===== src/rtl/serial_div_pkg.sv =====
// Shared definitions for the Wishbone serial divider: register offsets,
// CTRL bit positions and the divider FSM state type.
package serial_div_pkg;

    localparam logic [7:0] OFF_DIVIDEND  = 8'h00;
    localparam logic [7:0] OFF_DIVISOR   = 8'h04;
    localparam logic [7:0] OFF_CTRL      = 8'h08;
    localparam logic [7:0] OFF_QUOTIENT  = 8'h0C;
    localparam logic [7:0] OFF_REMAINDER = 8'h10;

    // CTRL write bits
    localparam int unsigned CTRL_START    = 0;
    localparam int unsigned CTRL_SIGNED   = 1;
    localparam int unsigned CTRL_IRQ_EN   = 3;
    localparam int unsigned CTRL_DONE_CLR = 4;
    // CTRL read bits
    localparam int unsigned CTRL_BUSY     = 0;
    localparam int unsigned CTRL_DONE     = 2;
    localparam int unsigned CTRL_DZ       = 5;

    typedef enum logic [1:0] {
        ST_IDLE = 2'd0,
        ST_PREP = 2'd1,
        ST_ITER = 2'd2,
        ST_FIX  = 2'd3
    } div_state_e;

endpackage


===== src/rtl/serial_div_core.sv =====
// Restoring shift-subtract divider: latches operands on start, optional
// sign handling around an XLEN-bit unsigned core, one quotient bit per cycle.
module serial_div_core
    import serial_div_pkg::*;
#(
    parameter int unsigned XLEN = 32
) (
    input  logic            i_clk,
    input  logic            i_rst,
    input  logic            i_start,
    input  logic            i_signed,
    input  logic [XLEN-1:0] i_a,
    input  logic [XLEN-1:0] i_b,
    output logic            o_busy,
    output logic            o_done,
    output logic            o_dz,
    output logic [XLEN-1:0] o_q,
    output logic [XLEN-1:0] o_r
);

    localparam int unsigned CW = $clog2(XLEN);

    div_state_e      r_state;
    div_state_e      w_state_n;
    logic [XLEN-1:0] r_a;
    logic [XLEN-1:0] r_b;
    logic [XLEN-1:0] r_rem;
    logic [CW-1:0]   r_cnt;
    logic            r_sgn;
    logic            r_sq;
    logic            r_sr;
    logic            r_dz;

    logic            w_bz;
    logic [XLEN:0]   w_sh;
    logic [XLEN+1:0] w_diff;
    logic            w_fit;

    assign w_bz   = (r_b == '0);
    assign w_sh   = {r_rem, r_a[XLEN-1]};
    assign w_diff = {1'b0, w_sh} - {2'b00, r_b};
    assign w_fit  = ~w_diff[XLEN+1];

    always_ff @(posedge i_clk or posedge i_rst) begin
        if (i_rst) r_state <= ST_IDLE;
        else       r_state <= w_state_n;
    end

    always_comb begin
        w_state_n = r_state;
        unique case (r_state)
            ST_IDLE: if (i_start) w_state_n = ST_PREP;
            ST_PREP: w_state_n = w_bz ? ST_FIX : ST_ITER;
            ST_ITER: if (r_cnt == '0) w_state_n = ST_FIX;
            ST_FIX:  w_state_n = ST_IDLE;
        endcase
    end

    // r_a holds the dividend, then shifts into the quotient during ITER
    always_ff @(posedge i_clk or posedge i_rst) begin
        if (i_rst) begin
            r_a   <= '0;
            r_b   <= '0;
            r_rem <= '0;
            r_cnt <= '0;
            r_sgn <= 1'b0;
            r_sq  <= 1'b0;
            r_sr  <= 1'b0;
            r_dz  <= 1'b0;
        end else begin
            case (r_state)
                ST_IDLE: begin
                    if (i_start) begin
                        r_a   <= i_a;
                        r_b   <= i_b;
                        r_sgn <= i_signed;
                    end
                end
                ST_PREP: begin
                    r_rem <= '0;
                    r_cnt <= CW'(XLEN - 1);
                    r_dz  <= w_bz;
                    r_sq  <= 1'b0;
                    r_sr  <= 1'b0;
                    // a zero divisor keeps the raw dividend for the remainder
                    if (r_sgn && !w_bz) begin
                        if (r_a[XLEN-1]) r_a <= -r_a;
                        if (r_b[XLEN-1]) r_b <= -r_b;
                        r_sq <= r_a[XLEN-1] ^ r_b[XLEN-1];
                        r_sr <= r_a[XLEN-1];
                    end
                end
                ST_ITER: begin
                    r_cnt <= r_cnt - CW'(1);
                    r_a   <= {r_a[XLEN-2:0], w_fit};
                    r_rem <= w_fit ? w_diff[XLEN-1:0] : w_sh[XLEN-1:0];
                end
                default: ;
            endcase
        end
    end

    always_comb begin
        o_busy = (r_state != ST_IDLE);
        o_done = (r_state == ST_FIX);
        o_dz   = r_dz;
        o_q    = r_dz ? '1  : (r_sq ? -r_a : r_a);
        o_r    = r_dz ? r_a : (r_sr ? -r_rem : r_rem);
    end

endmodule


===== src/rtl/serial_divider_v2.sv =====
// Wishbone slave wrapper around serial_div_core: decode, operand/result/status
// registers, LA export. Define DIV_IRQ_EN to add the irq_o completion interrupt.
module serial_divider_v2
    import serial_div_pkg::*;
#(
    parameter int unsigned    WBW       = 32,
    parameter int unsigned    XLEN      = 32,
    parameter logic [WBW-1:0] BASE_ADDR = 32'h3000_0000
) (
    input  logic               clk_i,
    input  logic               reset_i,
    input  logic               wbs_stb_i,
    input  logic               wbs_cyc_i,
    input  logic               wbs_we_i,
    input  logic [WBW/8-1:0]   wbs_sel_i,
    input  logic [WBW-1:0]     wbs_adr_i,
    input  logic [WBW-1:0]     wbs_dat_i,
    output logic               wbs_ack_o,
    output logic [WBW-1:0]     wbs_dat_o,
    output logic [4*XLEN-1:0]  la_data_o
`ifdef DIV_IRQ_EN
    ,
    output logic               irq_o
`endif
);

    logic [XLEN-1:0] r_dvd;
    logic [XLEN-1:0] r_dvs;
    logic [XLEN-1:0] r_quot;
    logic [XLEN-1:0] r_rem;
    logic            r_signed;
    logic            r_done;
    logic            r_dz;
    logic            r_ack;
    logic [WBW-1:0]  r_dat;

    logic            w_valid;
    logic            w_acc;
    logic            w_wr;
    logic [7:0]      w_off;
    logic            w_ctrl_wr;
    logic            w_start;
    logic [WBW-1:0]  w_mask;
    logic [WBW-1:0]  w_rd;
    logic            w_done_n;
    logic            w_dz_n;

    logic            w_busy;
    logic            w_core_done;
    logic            w_core_dz;
    logic [XLEN-1:0] w_q;
    logic [XLEN-1:0] w_r;

`ifdef DIV_IRQ_EN
    logic            r_irq_en;
    logic            r_irq;
    logic            w_irq_en_n;
`endif

    // an access right after an ack is held off so acks never run back to back
    assign w_valid   = wbs_cyc_i & wbs_stb_i & (wbs_adr_i[WBW-1:8] == BASE_ADDR[WBW-1:8]);
    assign w_acc     = w_valid & ~r_ack;
    assign w_wr      = w_acc & wbs_we_i;
    assign w_off     = wbs_adr_i[7:0];
    assign w_ctrl_wr = w_wr && (w_off == OFF_CTRL);
    assign w_start   = w_ctrl_wr & wbs_dat_i[CTRL_START] & ~w_busy;

    always_comb begin
        w_mask = '0;
        for (int unsigned i = 0; i < WBW/8; i++) begin
            w_mask[8*i +: 8] = {8{wbs_sel_i[i]}};
        end
    end

    always_comb begin
        w_rd = '0;
        case (w_off)
            OFF_DIVIDEND:  w_rd[XLEN-1:0] = r_dvd;
            OFF_DIVISOR:   w_rd[XLEN-1:0] = r_dvs;
            OFF_QUOTIENT:  w_rd[XLEN-1:0] = r_quot;
            OFF_REMAINDER: w_rd[XLEN-1:0] = r_rem;
            OFF_CTRL: begin
                w_rd[CTRL_BUSY]   = w_busy;
                w_rd[CTRL_SIGNED] = r_signed;
                w_rd[CTRL_DONE]   = r_done;
                w_rd[CTRL_DZ]     = r_dz;
`ifdef DIV_IRQ_EN
                w_rd[CTRL_IRQ_EN] = r_irq_en;
`endif
            end
            default: ;
        endcase
    end

    // a completing operation overrides a DONE_CLR arriving in the same cycle
    always_comb begin
        w_done_n = r_done;
        w_dz_n   = r_dz;
`ifdef DIV_IRQ_EN
        w_irq_en_n = r_irq_en;
        if (w_ctrl_wr) w_irq_en_n = wbs_dat_i[CTRL_IRQ_EN];
`endif
        if (w_ctrl_wr && wbs_dat_i[CTRL_DONE_CLR]) w_done_n = 1'b0;
        if (w_start) begin
            w_done_n = 1'b0;
            w_dz_n   = 1'b0;
        end
        if (w_core_done) begin
            w_done_n = 1'b1;
            w_dz_n   = w_core_dz;
        end
    end

    always_ff @(posedge clk_i or posedge reset_i) begin
        if (reset_i) begin
            r_dvd    <= '0;
            r_dvs    <= '0;
            r_quot   <= '0;
            r_rem    <= '0;
            r_signed <= 1'b0;
            r_done   <= 1'b0;
            r_dz     <= 1'b0;
            r_ack    <= 1'b0;
            r_dat    <= '0;
`ifdef DIV_IRQ_EN
            r_irq_en <= 1'b0;
            r_irq    <= 1'b0;
`endif
        end else begin
            r_ack <= w_acc;
            r_dat <= (w_acc && !wbs_we_i) ? w_rd : '0;
            if (w_wr && (w_off == OFF_DIVIDEND))
                r_dvd <= (r_dvd & ~w_mask[XLEN-1:0]) | (wbs_dat_i[XLEN-1:0] & w_mask[XLEN-1:0]);
            if (w_wr && (w_off == OFF_DIVISOR))
                r_dvs <= (r_dvs & ~w_mask[XLEN-1:0]) | (wbs_dat_i[XLEN-1:0] & w_mask[XLEN-1:0]);
            if (w_ctrl_wr) r_signed <= wbs_dat_i[CTRL_SIGNED];
            if (w_core_done) begin
                r_quot <= w_q;
                r_rem  <= w_r;
            end
            r_done <= w_done_n;
            r_dz   <= w_dz_n;
`ifdef DIV_IRQ_EN
            r_irq_en <= w_irq_en_n;
            r_irq    <= w_done_n & w_irq_en_n;
`endif
        end
    end

    serial_div_core #(
        .XLEN (XLEN)
    ) u_core (
        .i_clk    (clk_i),
        .i_rst    (reset_i),
        .i_start  (w_start),
        .i_signed (wbs_dat_i[CTRL_SIGNED]),
        .i_a      (r_dvd),
        .i_b      (r_dvs),
        .o_busy   (w_busy),
        .o_done   (w_core_done),
        .o_dz     (w_core_dz),
        .o_q      (w_q),
        .o_r      (w_r)
    );

    assign wbs_ack_o = r_ack;
    assign wbs_dat_o = r_dat;
    assign la_data_o = {r_dvd, r_dvs, r_quot, r_rem};
`ifdef DIV_IRQ_EN
    assign irq_o = r_irq;
`endif

endmodule


===== config.mk =====
export PLATFORM = sky130hd
export DESIGN_NAME = serial_divider_v2
export DESIGN_NICKNAME = d
export VERILOG_FILES = /design/src/rtl/serial_div_pkg.sv /design/src/rtl/serial_div_core.sv /design/src/rtl/serial_divider_v2.sv
export SDC_FILE = /design/constraint.sdc
export NUM_CORES = 1
export LEC_CHECK = 0
export ABC_AREA = 1
export ABC_CLOCK_PERIOD_IN_PS = 10480
export CORE_ASPECT_RATIO = 1.75
export CORE_MARGIN = 2
export CORE_UTILIZATION = 45
export CTS_BUF_LIST = sky130_fd_sc_hd__clkbuf_16
export CTS_CLUSTER_SIZE = 20
export DETAILED_ROUTE_END_ITERATION = 8
export PLACE_DENSITY = 0.67
export SLEW_MARGIN = 20
export SYNTH_ARGS = -nofsm -noshare
export SYNTH_HDL_FRONTEND = slang
export SYNTH_SLANG_ARGS = --single-unit

===== constraint.sdc =====
create_clock -name clk_i -period 10.48 [get_ports clk_i]
set_clock_uncertainty 0.05 [all_clocks]
set_input_delay 1.572 -clock clk_i [delete_from_list [all_inputs] [get_ports clk_i]]
set_output_delay 1.572 -clock clk_i [all_outputs]
set_load 0.05 [all_outputs]

# Yosys cells after proc, flatten, opt, wreduce, memory -nomap -nowiden
# Cells that the tools add are included.
[totals]
regBits = 271
input_bits = 73
elab_cells = 109
[op_classes]
add_sub_neg = 5
eq_ne = 13
n_mux = 31
n_bitwise = 16
reduce_logical = 24
[op_table]
columns = ["op", "count"]
rows = [
  ["2-to-1 mux 32 bit", 12],
  ["case mux 32 bit (2 select lines)", 2],
  ["case mux 26 bit (4 select lines)", 1],
  ["bitwise AND 32 bit", 3],
  ["negator 32 bit", 3],
  ["case mux 32 bit (3 select lines)", 1],
  ["OR 32 bit", 2],
  ["subtractor 33 x 32 -> 34 bit", 1],
  ["zero test 32 bit", 1],
  ["NOT 32 bit", 1],
  ["equality test 24 x 22 -> 1 bit, second input constant", 1],
  ["equality test 8 x 4 -> 1 bit, second input constant", 2],
  ["case mux 2 bit (4 select lines)", 2],
  ["case mux 3 bit (5 select lines)", 1],
  ["!= test 2 x 1 -> 1 bit, second input constant", 5],
  ["case mux 5 bit (2 select lines)", 1],
  ["equality test 8 x 3 -> 1 bit, second input constant", 1],
  ["equality test 8 x 5 -> 1 bit, second input constant", 1],
  ["zero test 8 bit", 1],
  ["2-to-1 mux 1 bit", 8],
  ["AND reduction 4 bit", 2],
  ["nonzero test 2 bit", 4],
  ["bitwise AND 1 bit", 6],
  ["logical AND 1 bit", 6],
  ["other kinds (13)", 21],
]

# Logic depth before layout (Yosys ltp)
# Gate-level depths: netlist of run 1.
[logic_depth]
word_depth = 9
ltp_mapped = 16

# Hierarchy
# Synthesis of run 1 repeated with hierarchy kept, for this count alone.
[unflattened]
cells_unflattened = 2978
hier_area_um2 = 19109.6
[modules_own_cells]
columns = ["mod", "n_inst", "cells_each", "area_each_um2", "seq_area_each_um2"]
rows = [
  ["serial_div_core", 1, 2049, 11594.9, 2677.6],
  ["serial_divider_v2", 1, 929, 7514.7, 4103.9],
]

# Worst setup path before layout of run 1
# Ideal clock, no wire load.
[synth_path]
kind = "input to register"
startpoint = "input wbs_adr_i[7]"
endpoint = "register u_core.r_a[9]"
arrival_ns = 2.857
slack_ns = 7.508
stages = 13
n_path_buf = 2
path_cell_list = "nor2_1 > nand2_1 > nor2_4 > nand2_2 > nor2_4 > nand4_2 > nand2_4 > nand3_4 > inv_2 > buf_6 > buf_6 > nand2_1 > nand2_1"
[synth_via]
elab_chain_cells = 6
[synth_lines]
columns = ["item", "line", "text"]
rows = [
  ["from (decl)", "serial_divider_v2.sv:16", "input logic [WBW-1:0] wbs_adr_i,"],
  ["equality test 8 x 4 -> 1 bit", "serial_divider_v2.sv:65", "assign w_ctrl_wr = w_wr && (w_off == OFF_CTRL);"],
  ["logical AND 1 bit", "serial_divider_v2.sv:65", ""],
  ["bitwise AND 1 bit (2 in a row)", "serial_divider_v2.sv:66", "assign w_start = w_ctrl_wr & wbs_dat_i[CTRL_START] & ~w_busy;"],
  ["!= test 2 x 1 -> 1 bit (no source line)", "--", ""],
  ["AND reduction 4 bit (no source line)", "--", ""],
  ["to (signal assigned)", "serial_div_core.sv:74", "r_a <= i_a;"],
  ["to (signal assigned)", "serial_div_core.sv:87", "if (r_a[XLEN-1]) r_a <= -r_a;"],
  ["to (signal assigned)", "serial_div_core.sv:95", "r_a <= {r_a[XLEN-2:0], w_fit};"],
  ["to (decl)", "serial_div_core.sv:25", "logic [XLEN-1:0] r_a;"],
]
# No other way between the ends.
# A chain may end at the register's enable or synchronous reset.

# Final worst setup path of run 1
[layout_path]
startpoint = "input wbs_adr_i[7]"
endpoint = "register u_core.r_a[21]"
# The elaborated chain is that of the path after synthesis.

==> results.ini, run 1 <==
[run_status]
status = finished, final reports clean

[place]
place.gp.congestion = 1.047
portBuffers = 233
dp_hpwl_um = 62040

[timing]
min_period_ns = 4.165
fmax_ghz = 0.2401
slew_violations = 0
tightestPinTransition_ns = 1.110
relSlewSlack_pct = 25.46
tns_ns = 0
finalHoldViolations = 0
timing.final.crit_share_pct = 39.74
finalSetupViolCount = 0
rsz0062_at_grt = no

[floorplanning]
start_util_pct = 45.52
dieArea_um2 = 42200
pin_count = 234
fp-row-count = 97
placeableCoreArea_um2 = 40050
die_h_um = 270.3
die_x_um = 156.2

[synthesis]
synth_edf_count = 0
syn-cell-area_um2 = 18230
ys_seq_area_share_pct = 37.20
syn_nets = 2905
ys.flop_type = dfrtp_1
syn_area_per_cell_um2 = 6.537
synth.distinct_cells = 48
synthArstFlopShare_pct = 100.0
yosys_register_bits = 271
synth_cells = 2789
yosys_warnings = 0

[cts]
cts_setup_buffers = 0
clk_path_buf_depth = 3
cts.sinks = 271
htreeDepth = 1
cts_root_buf = clkbuf_16
clk_latency_ns = 0.58
postCtsHoldBufs = 0
cts_tree = done
cts_buffers = 28
clk_pin_slew_ns = 0.07
ctsResizeCount = 0

[power]
pwr_density_cell_nw_per_um2 = 101.8
intPower_mw = 1.747
p_sw_mw = 0.4902
pwr-share-comb_pct = 2.8
ir_drop_v = 0.0001261
swShare_pct = 21.91
p_leak_nw = 11.31
pwr-share-seq_pct = 46.7
power_frac_clock_pct = 50.5
power_mw = 2.237

[detailed_routing]
drc = 0
viasPerCell = 5.675
dr.pass1.iters = 8
antenna_left = 0
vias = 19840
avgRoutedWirePerCell_um = 22.76
drt_iter0_markers = 1710
wirelength_um = 79570

[worst_setup_path]
end_kind = register
crit_chain = clkdlybuf4s50_1 > nor2_1 > nand2_1 > nor2_4 > nand2_2 > nor2_4 > nand4_2 > nand2_4 > nand3_4 > inv_2 > nand2_1 > nand2_1
crit_top_cell = nand2_1
worst-path-buf-inv = 2
arrival_ns = 4.62
crit_family = simple AND/OR/NAND/NOR gates
slowest_stage = inv_2
critical_path_class = input port to register
path_max_fanout = 34
cpPeakStageDelay_ns = 0.66
start_kind = input port
required_ns = 10.94

[grt]
overflow = 0
grt_pass1_vias = 19620
track_usage_pct = 37.48
antenna_found_initial = 1
grt_max_degree = 163
grt_pass1_wl_um = 118500

[cells_and_area]
drive_above_1_share_pct = 3.433
layout_common_cells = nand2_1, inv_1, nor2_1
fin_nets = 3094
mostFrequentLayoutCell = nand2_1
area_growth_syn_to_layout_pct = 20.51

[job]
cap_viol_max_count = 0

[worst_hold_path]
hold_class = register to register

-- cells by family after synthesis --
group,count (synthesis),share of synthesized area (%)
simple gates,1525,34.71
xor+xnor,26,1.249
buf+inv,547,11.59
compound gates,377,12.26
flops,271,37.20
fa+ha+maj,43,2.992
-- power by group through the flow --
stage               Clock [mW]  Sequential [mW]  Combinational (mW)
global placement             0             1.07              0.0619
CTS                       1.14             1.05              0.0629
global route              1.18             1.05              0.0684
floorplan                    0             1.07              0.0218
detailed placement           0             1.07              0.0627
finish                    1.13             1.05              0.0618
-- worst min-delay path: stages (launching register included) --
cell and delay, ns:
dfrtp_1 0.35, nand2_1 0.06, nand2_1 0.05
-- final timing paths --
| check | from | end | slack (ns) | depth (start not counted) |
|---|---|---|---|---|
| setup / recovery | wbs_adr_i[7] | u_core.r_a[21] | 6.31 | 12 |
| hold / removal | u_core.r_b[16] | u_core.r_b[16] | 0.44 | 2 |
| setup reg to reg | u_core.r_b[8] | u_core.r_rem[26] | 6.52 | 14 |
| hold reg to reg | u_core.r_b[16] | u_core.r_b[16] | 0.44 | 2 |
| max in group asynchronous | reset_i | u_core.r_rem[19] | 7.43 | 3 |
| min in group asynchronous | reset_i | wbs_dat_o[17] | 1.51 | 2 |
-- per-layer routing --
metal	track usage (%)	share of wire [%]	up-vias
met5	0	0	-
met2	64.87	49	972
li1	-	-	9252
met1	39.70	34	9307
met4	33.22	11	0
met3	4.156	6.4	309
-- synthesized netlist by cell type (13+ instances only) --
library cell,count,area [µm²]
o22ai_1,78,488.0
ha_1,42,525.5
xnor2_1,15,131.4
inv_1,449,1685
a21oi_1,63,315.3
nor2_1,277,1040
o21ai_0,142,710.7
clkbuf_1,53,198.9
dfrtp_1,271,6782
o221ai_1,22,192.7
nand2_2,13,81.33
nand4_1,30,187.7
nor3_1,19,95.09
nand3_1,265,1326
buf_2,24,120.1
nand2_1,887,3329
a22oi_1,26,195.2
-- per-stage QoR --
stage	setup WS [ns]	hold slack [ns]	std cells	cell area, µm²	util [%]
after floorplan	1.391	0.3988	2789	18230	-
after global placement	5.679	0.4172	3443	20940	52.29
after detailed placement	5.859	0.4199	3443	20950	52.30
after CTS	6.439	0.4382	3495	21970	54.85
after global routing	6.161	0.4842	3495	21970	54.85
final	6.315	0.4376	3496	21970	54.85
-- layout make-up --
| class | count | area [µm²] |
|---|---|---|
| clock buffer | 29 | 725.7 |
| sequential | 271 | 6782 |
| multi-input combinational | 1971 | 9341 |
| antenna | 1 | 2.502 |
| fill | 4053 | 18080 |
| clock inverter | 23 | 296.5 |
| timing repair buffer | 253 | 2495 |
| inverter | 453 | 1708 |
| tap | 495 | 619.3 |
No activity file was read; power rests on OpenSTA's default activity.
==> run 2: changes to the inputs <==
--- a/config.mk
+++ b/config.mk
@@ -6,7 +6,7 @@
 export NUM_CORES = 1
 export LEC_CHECK = 0
 export ABC_AREA = 1
-export ABC_CLOCK_PERIOD_IN_PS = 10480
+export ABC_CLOCK_PERIOD_IN_PS = 4100
 export CORE_ASPECT_RATIO = 1.75
 export CORE_MARGIN = 2
 export CORE_UTILIZATION = 45
==> constraint.sdc (replaced) <==
create_clock -name clk_i -period 4.1 [get_ports clk_i]
set_clock_uncertainty 0.05 [all_clocks]
set_input_delay 0.615 -clock clk_i [delete_from_list [all_inputs] [get_ports clk_i]]
set_output_delay 0.615 -clock clk_i [all_outputs]
set_load 0.05 [all_outputs]
==> run 2 against run 1 <==
Against the previous run: count of clock-buffer cells in the layout unchanged; final cell count grew 0.40%; via count decreased by 0.15%; critical path depth grew 2; final area increased by 0.23%; largest cell class unchanged; critical path type is now register to register; register-to-register slack lost 5.5 ns; core utilization is 0.13 points higher; combinational power increased to 2.7 times the previous value; sequential share of layout area fell by 0.072 points.
==> results.ini, run 2 (synthesis gave the netlist of run 1 again) <==
[run_status]
status = finished, final reports clean

[timing]
finalSetupViolCount = 0  ; unchanged
relSlewSlack_pct = 40.72  ; +15 points
fmax_ghz = 0.3236
min_period_ns = 3.091
finalHoldViolations = 0  ; unchanged
slew_violations = 0  ; unchanged
tightestPinTransition_ns = 0.8824  ; -0.2271 ns
timing.final.crit_share_pct = 75.38
tns_ns = 0  ; unchanged
rsz0062_at_grt = no

[place]
portBuffers = 233  ; unchanged
dp_cells = 3459  ; +0.46%
dp_hpwl_um = 64840  ; +4.5%
place.gp.congestion = 1.021  ; -2.4%

[floorplanning]
pin_count = 234  ; unchanged
dieArea_um2 = 42200  ; unchanged
die_x_um = 156.2  ; unchanged
placeableCoreArea_um2 = 40050  ; unchanged
die_h_um = 270.3  ; unchanged
start_util_pct = 45.52  ; unchanged
fp-row-count = 97  ; unchanged

[power]
pwr-share-comb_pct = 3.0  ; +0.2 points
p_sw_mw = 1.279  ; +160%
ir_drop_v = 0.0003047  ; +140%
intPower_mw = 4.275  ; +140%
pwr_density_cell_nw_per_um2 = 252.2  ; +150%
swShare_pct = 23.02  ; +1.1 points
p_leak_nw = 11.35  ; +0.38%
power_frac_clock_pct = 48.9  ; -1.6 points
pwr-share-seq_pct = 48.1  ; +1.4 points

[detailed_routing]
drc = 0  ; unchanged
avgRoutedWirePerCell_um = 23.32  ; +2.5%
wirelength_um = 81850  ; +2.9%
dr.pass1.iters = 6  ; -2
antenna_left = 0  ; unchanged
viasPerCell = 5.644  ; -0.54%
drt_iter0_markers = 1753  ; +2.5%
vias = 19810  ; -0.15%

[worst_setup_path]
crit_start = u_core.r_b[8]
path_max_fanout = 17  ; -50%
required_ns = 4.56  ; -6.38 ns
r2r_setup_slack_ns = 1.01  ; -5.51 ns
end_kind = register
start_kind = register
critical_path_class = register to register
r2r_start = u_core.r_b[8]
arrival_ns = 3.55  ; -1.07 ns

[cells_and_area]
stdcell_count = 3510  ; +0.40%
nFillCells = 4007  ; -1.1%
area_growth_syn_to_layout_pct = 20.79
mostFrequentLayoutCell = nand2_1
antennaDiodeCount = 0  ; -1
fin_nets = 3110  ; +0.52%
post-route-util_pct = 54.98  ; +0.13 points
layout_common_cells = nand2_1, inv_1, nor2_1
drive_above_1_share_pct = 3.947  ; +0.51 points

[cts]
ctsResizeCount = 0  ; unchanged
cts_buffers = 28  ; unchanged
cts_tree = done
cts.sinks = 271  ; unchanged
cts_setup_buffers = 0  ; unchanged
htreeDepth = 1  ; unchanged
clk_path_buf_depth = 3  ; unchanged
postCtsHoldBufs = 0  ; unchanged
clk_pin_slew_ns = 0.07  ; about the same
clk_latency_ns = 0.59  ; about the same
cts_root_buf = clkbuf_16

[worst_hold_path]
hold_class = input port to asynchronous set/reset pin

[grt]
overflow = 0  ; unchanged
track_usage_pct = 38.63  ; +1.2 points
grt_max_degree = 121  ; -26%
grt_pass1_vias = 19560  ; -0.29%
antenna_found_initial = 0  ; -1
grt_pass1_wl_um = 121100  ; +2.2%

[job]
cap_viol_max_count = 0  ; unchanged

-- run 2: changes by cell type in the layout (fill, tap and decap cells not counted), moves of 2 or more --
cell and delta:
buf_12 +2, clkinv_2 +7, buf_4 +14, bufinv_16 -3, clkinv_1 -3, clkinvlp_4 +2
inv_6 -2
-- run 2: final timing paths --
check	cells after the start	end
max	14	u_core.r_a[0]
min	2	wbs_dat_o[8]
max reg2reg	14	u_core.r_a[0]
min reg2reg	2	u_core.r_cnt[4]
max in group asynchronous	3	u_core.r_b[23]
min in group clk_i	2	u_core.r_cnt[4]
-- run 2: layout make-up --
class                      instances  area, µm²  share of cell area (%)
clock inverter                    22      211.5                  0.9602
multi-input combinational       1971       9339                   42.41
tap                              495      619.3                   2.813
timing repair buffer             269       2640                   11.99
sequential                       271       6782                   30.80
inverter                         453       1704                   7.739
clock buffer                      29      725.7                   3.295
-- run 2: power groups by stage --
stage / combinational [mW] / sequential [mW] / clock, mW
2_1_floorplan: 0.0562 / 2.73 / 0
3_3_place_gp: 0.167 / 2.72 / 0
3_5_place_dp: 0.169 / 2.72 / 0
4_1_cts: 0.169 / 2.67 / 2.73
5_1_grt: 0.183 / 2.67 / 2.85
6_report: 0.167 / 2.67 / 2.71
-- run 2: per-layer routing --
layer	track usage [%]	wire, µm	vias to the layer above
met2	68.63	41340	908
li1	-	-	9274
met3	4.685	4768	294
met1	40.32	27510	9335
met4	31.39	8222	0
met5	0	0	-
-- run 2: worst max-delay path: stages, from the launching register on --
cell     delay, ns
dfrtp_1       0.46
inv_1         0.19
ha_1          0.39
nand2_1       0.11
nor2_1        0.22
nand3_1       0.11
nand3_1       0.21
nand2_1       0.10
nand2_1       0.11
nand2_2       0.06
nand2_2       0.28
nand2_1       0.41
nand2_1       0.15
nand2_1       0.06
nand2_1       0.08
-- run 2: stage by stage --
stage / setup slack, ns / area (µm²) / total power [mW] / hold slack, ns
after floorplan: -0.1464 / 18240 / 2.781 / 0.3988
after global placement: 0.7514 / 21080 / 2.890 / 0.4176
after detailed placement: 0.6933 / 21080 / 2.892 / 0.4258
after CTS: 0.9837 / 22020 / 5.576 / 0.3742
after global routing: 0.8087 / 22020 / 5.699 / 0.4186
final: 1.009 / 22020 / 5.553 / 0.3644
==> run 3: changes to the inputs <==
--- a/config.mk
+++ b/config.mk
@@ -6,14 +6,14 @@
 export NUM_CORES = 1
 export LEC_CHECK = 0
 export ABC_AREA = 1
-export ABC_CLOCK_PERIOD_IN_PS = 4100
+export ABC_CLOCK_PERIOD_IN_PS = 2600
 export CORE_ASPECT_RATIO = 1.75
 export CORE_MARGIN = 2
 export CORE_UTILIZATION = 45
 export CTS_BUF_LIST = sky130_fd_sc_hd__clkbuf_16
 export CTS_CLUSTER_SIZE = 20
 export DETAILED_ROUTE_END_ITERATION = 8
-export PLACE_DENSITY = 0.67
+export PLACE_DENSITY = 0.7
 export SLEW_MARGIN = 20
 export SYNTH_ARGS = -nofsm -noshare
 export SYNTH_HDL_FRONTEND = slang
==> constraint.sdc (replaced) <==
create_clock -name clk_i -period 2.6 [get_ports clk_i]
set_clock_uncertainty 0.05 [all_clocks]
set_input_delay 0.39 -clock clk_i [delete_from_list [all_inputs] [get_ports clk_i]]
set_output_delay 0.39 -clock clk_i [all_outputs]
set_load 0.05 [all_outputs]
==> run 3 against run 2 <==
Against the previous run: hold slack lost 0.29 ns; first-iteration DRC count grew 6.3%; core utilization grew 3.2 points; register-to-register slack lost 0.90 ns; clock power grew 50%; largest power group is now sequential cells.
==> results.ini, run 3 (synthesis gave the netlist of run 1 again) <==
[place]
dp_cells = 3598  ; +4.0%
portBuffers = 233  ; unchanged
dp_hpwl_um = 67550  ; +4.2%
dpl_worst_slack_ns = -0.1491  ; -0.8424 ns
place.gp.congestion = 1.052  ; +3.0%

[worst_setup_path]
critical_path_class = register to output port
r2r_start = u_core.r_b[9]
start_kind = register
crit_chain = clkdlybuf4s50_1
cpPeakStageDelay_ns = 0.88  ; +0.42 ns
slowest_stage = clkdlybuf4s50_1
end_kind = output port
arrival_ns = 2.05  ; -1.50 ns
path_max_fanout = 4  ; -13
worst-path-buf-inv = 1  ; unchanged
crit_family = buffers and inverters
required_ns = 2.16  ; -2.40 ns

[grt]
overflow = 0  ; unchanged
grt_pass1_vias = 20310  ; +3.8%
track_usage_pct = 39.94  ; +1.3 points
grt_max_degree = 76  ; -37%
antenna_found_initial = 3  ; +3
grt_pass1_wl_um = 125000  ; +3.3%

[cells_and_area]
nFillCells = 3915  ; -2.3%
post-route-util_pct = 58.17  ; +3.2 points
mostFrequentLayoutCell = nand2_1
drive_above_1_share_pct = 9.405  ; +5.5 points
area_growth_syn_to_layout_pct = 27.78
layout_common_cells = nand2_1, inv_1, nor2_1, dfrtp_1, nand3_1
fin_nets = 3252  ; +4.6%
stdcell_count = 3654  ; +4.1%

[timing]
slew_violations = 0  ; unchanged
hold_ws_ns = 0.07837  ; -0.2861 ns
fin_ws_ns = 0.1076  ; -0.9018 ns
timing.final.crit_share_pct = 95.86
finalHoldViolations = 0  ; unchanged
rsz0062_at_grt = no
relSlewSlack_pct = 23.57  ; -17 points
finalSetupViolCount = 0  ; unchanged
fmax_ghz = 0.4012
min_period_ns = 2.492
tns_ns = 0  ; unchanged
tightestPinTransition_ns = 1.139  ; +0.2570 ns

[detailed_routing]
viasPerCell = 5.612  ; -0.57%
drt_iter0_markers = 1863  ; +6.3%
dr.pass1.iters = 6  ; unchanged
avgRoutedWirePerCell_um = 23.12  ; -0.86%
drc = 0  ; unchanged
vias = 20510  ; +3.5%
antenna_left = 0  ; unchanged
wirelength_um = 84480  ; +3.2%

[cts]
clk_pin_slew_ns = 0.07  ; about the same
cts.sinks = 271  ; unchanged
cts_buffers = 28  ; unchanged
htreeDepth = 1  ; unchanged
clk_path_buf_depth = 3  ; unchanged
cts_tree = done
clk_latency_ns = 0.59  ; about the same
cts_root_buf = clkbuf_16

[floorplanning]
dieArea_um2 = 42200  ; unchanged
die_x_um = 156.2  ; unchanged
pin_count = 234  ; unchanged
die_h_um = 270.3  ; unchanged
start_util_pct = 45.52  ; unchanged
placeableCoreArea_um2 = 40050  ; unchanged
fp-row-count = 97  ; unchanged

[power]
pwr_density_cell_nw_per_um2 = 367.1  ; +46%
ir_drop_v = 0.0004933  ; +62%
p_leak_nw = 12.08  ; +6.4%

[run_status]
status = finished, final reports clean

[worst_hold_path]
hold_class = input port to asynchronous set/reset pin

[job]
cap_viol_max_count = 0  ; unchanged

run 3: final timing paths:
check / cells past startpoint / end / slack (ns)
min in group clk_i: 3 / register / 0.35
hold / removal: 2 / wbs_dat_o[26] / 0.08
setup reg to reg: 13 / u_core.r_rem[27] / 0.11
max in group asynchronous: 3 / r_quot[7] / 1.66
hold reg to reg: 2 / u_core.r_cnt[4] / 0.44
setup / recovery: 1 / la_data_o[110] / 0.11
run 3: cell type report:
class	count	area (µm²)	area share, %
Tap cell	495	619.3	2.659
Multi-Input combinational cell	1971	9448	40.56
Timing Repair Buffer	411	3835	16.46
Inverter	453	1710	7.342
Clock buffer	28	700.7	3.008
Antenna cell	1	2.502	0.01074
Clock inverter	24	197.7	0.8486
Sequential cell	271	6783	29.12
run 3: per-stage QoR:
| stage | instance area, µm² | power, mW |
|---|---|---|
| detailed placement | 22250 | 4.570 |
| CTS | 23150 | 8.578 |
| global route | 23290 | 8.760 |
| finish | 23300 | 8.552 |
| global placement | 22250 | 4.568 |
| floorplan | 18240 | 4.386 |
run 3: power breakdown:
group	switching, mW	internal (mW)
clock	1.88	2.18
combinational	0.153	0.119
sequential	0.000000173	4.21
total	2.04	6.51
run 3: repair_timing:
action / 4_1_cts / 5_1_grt
resized for setup: 1 / 40
hold buffers: 0 / 0
cloned: 0 / 0
endpoints found under the setup margin: 1 / 47
pin swaps: 0 / 2
buffers inserted: 0 / 3
run 3: metal layers:
layer | wire (µm) | share of wire (%) | global-route usage [%]
met5 | 44 | 0.052 | 0
met4 | 10400 | 12 | 39.26
met2 | 41050 | 49 | 67.93
met1 | 27980 | 33 | 40.92
met3 | 5010 | 5.9 | 5.664
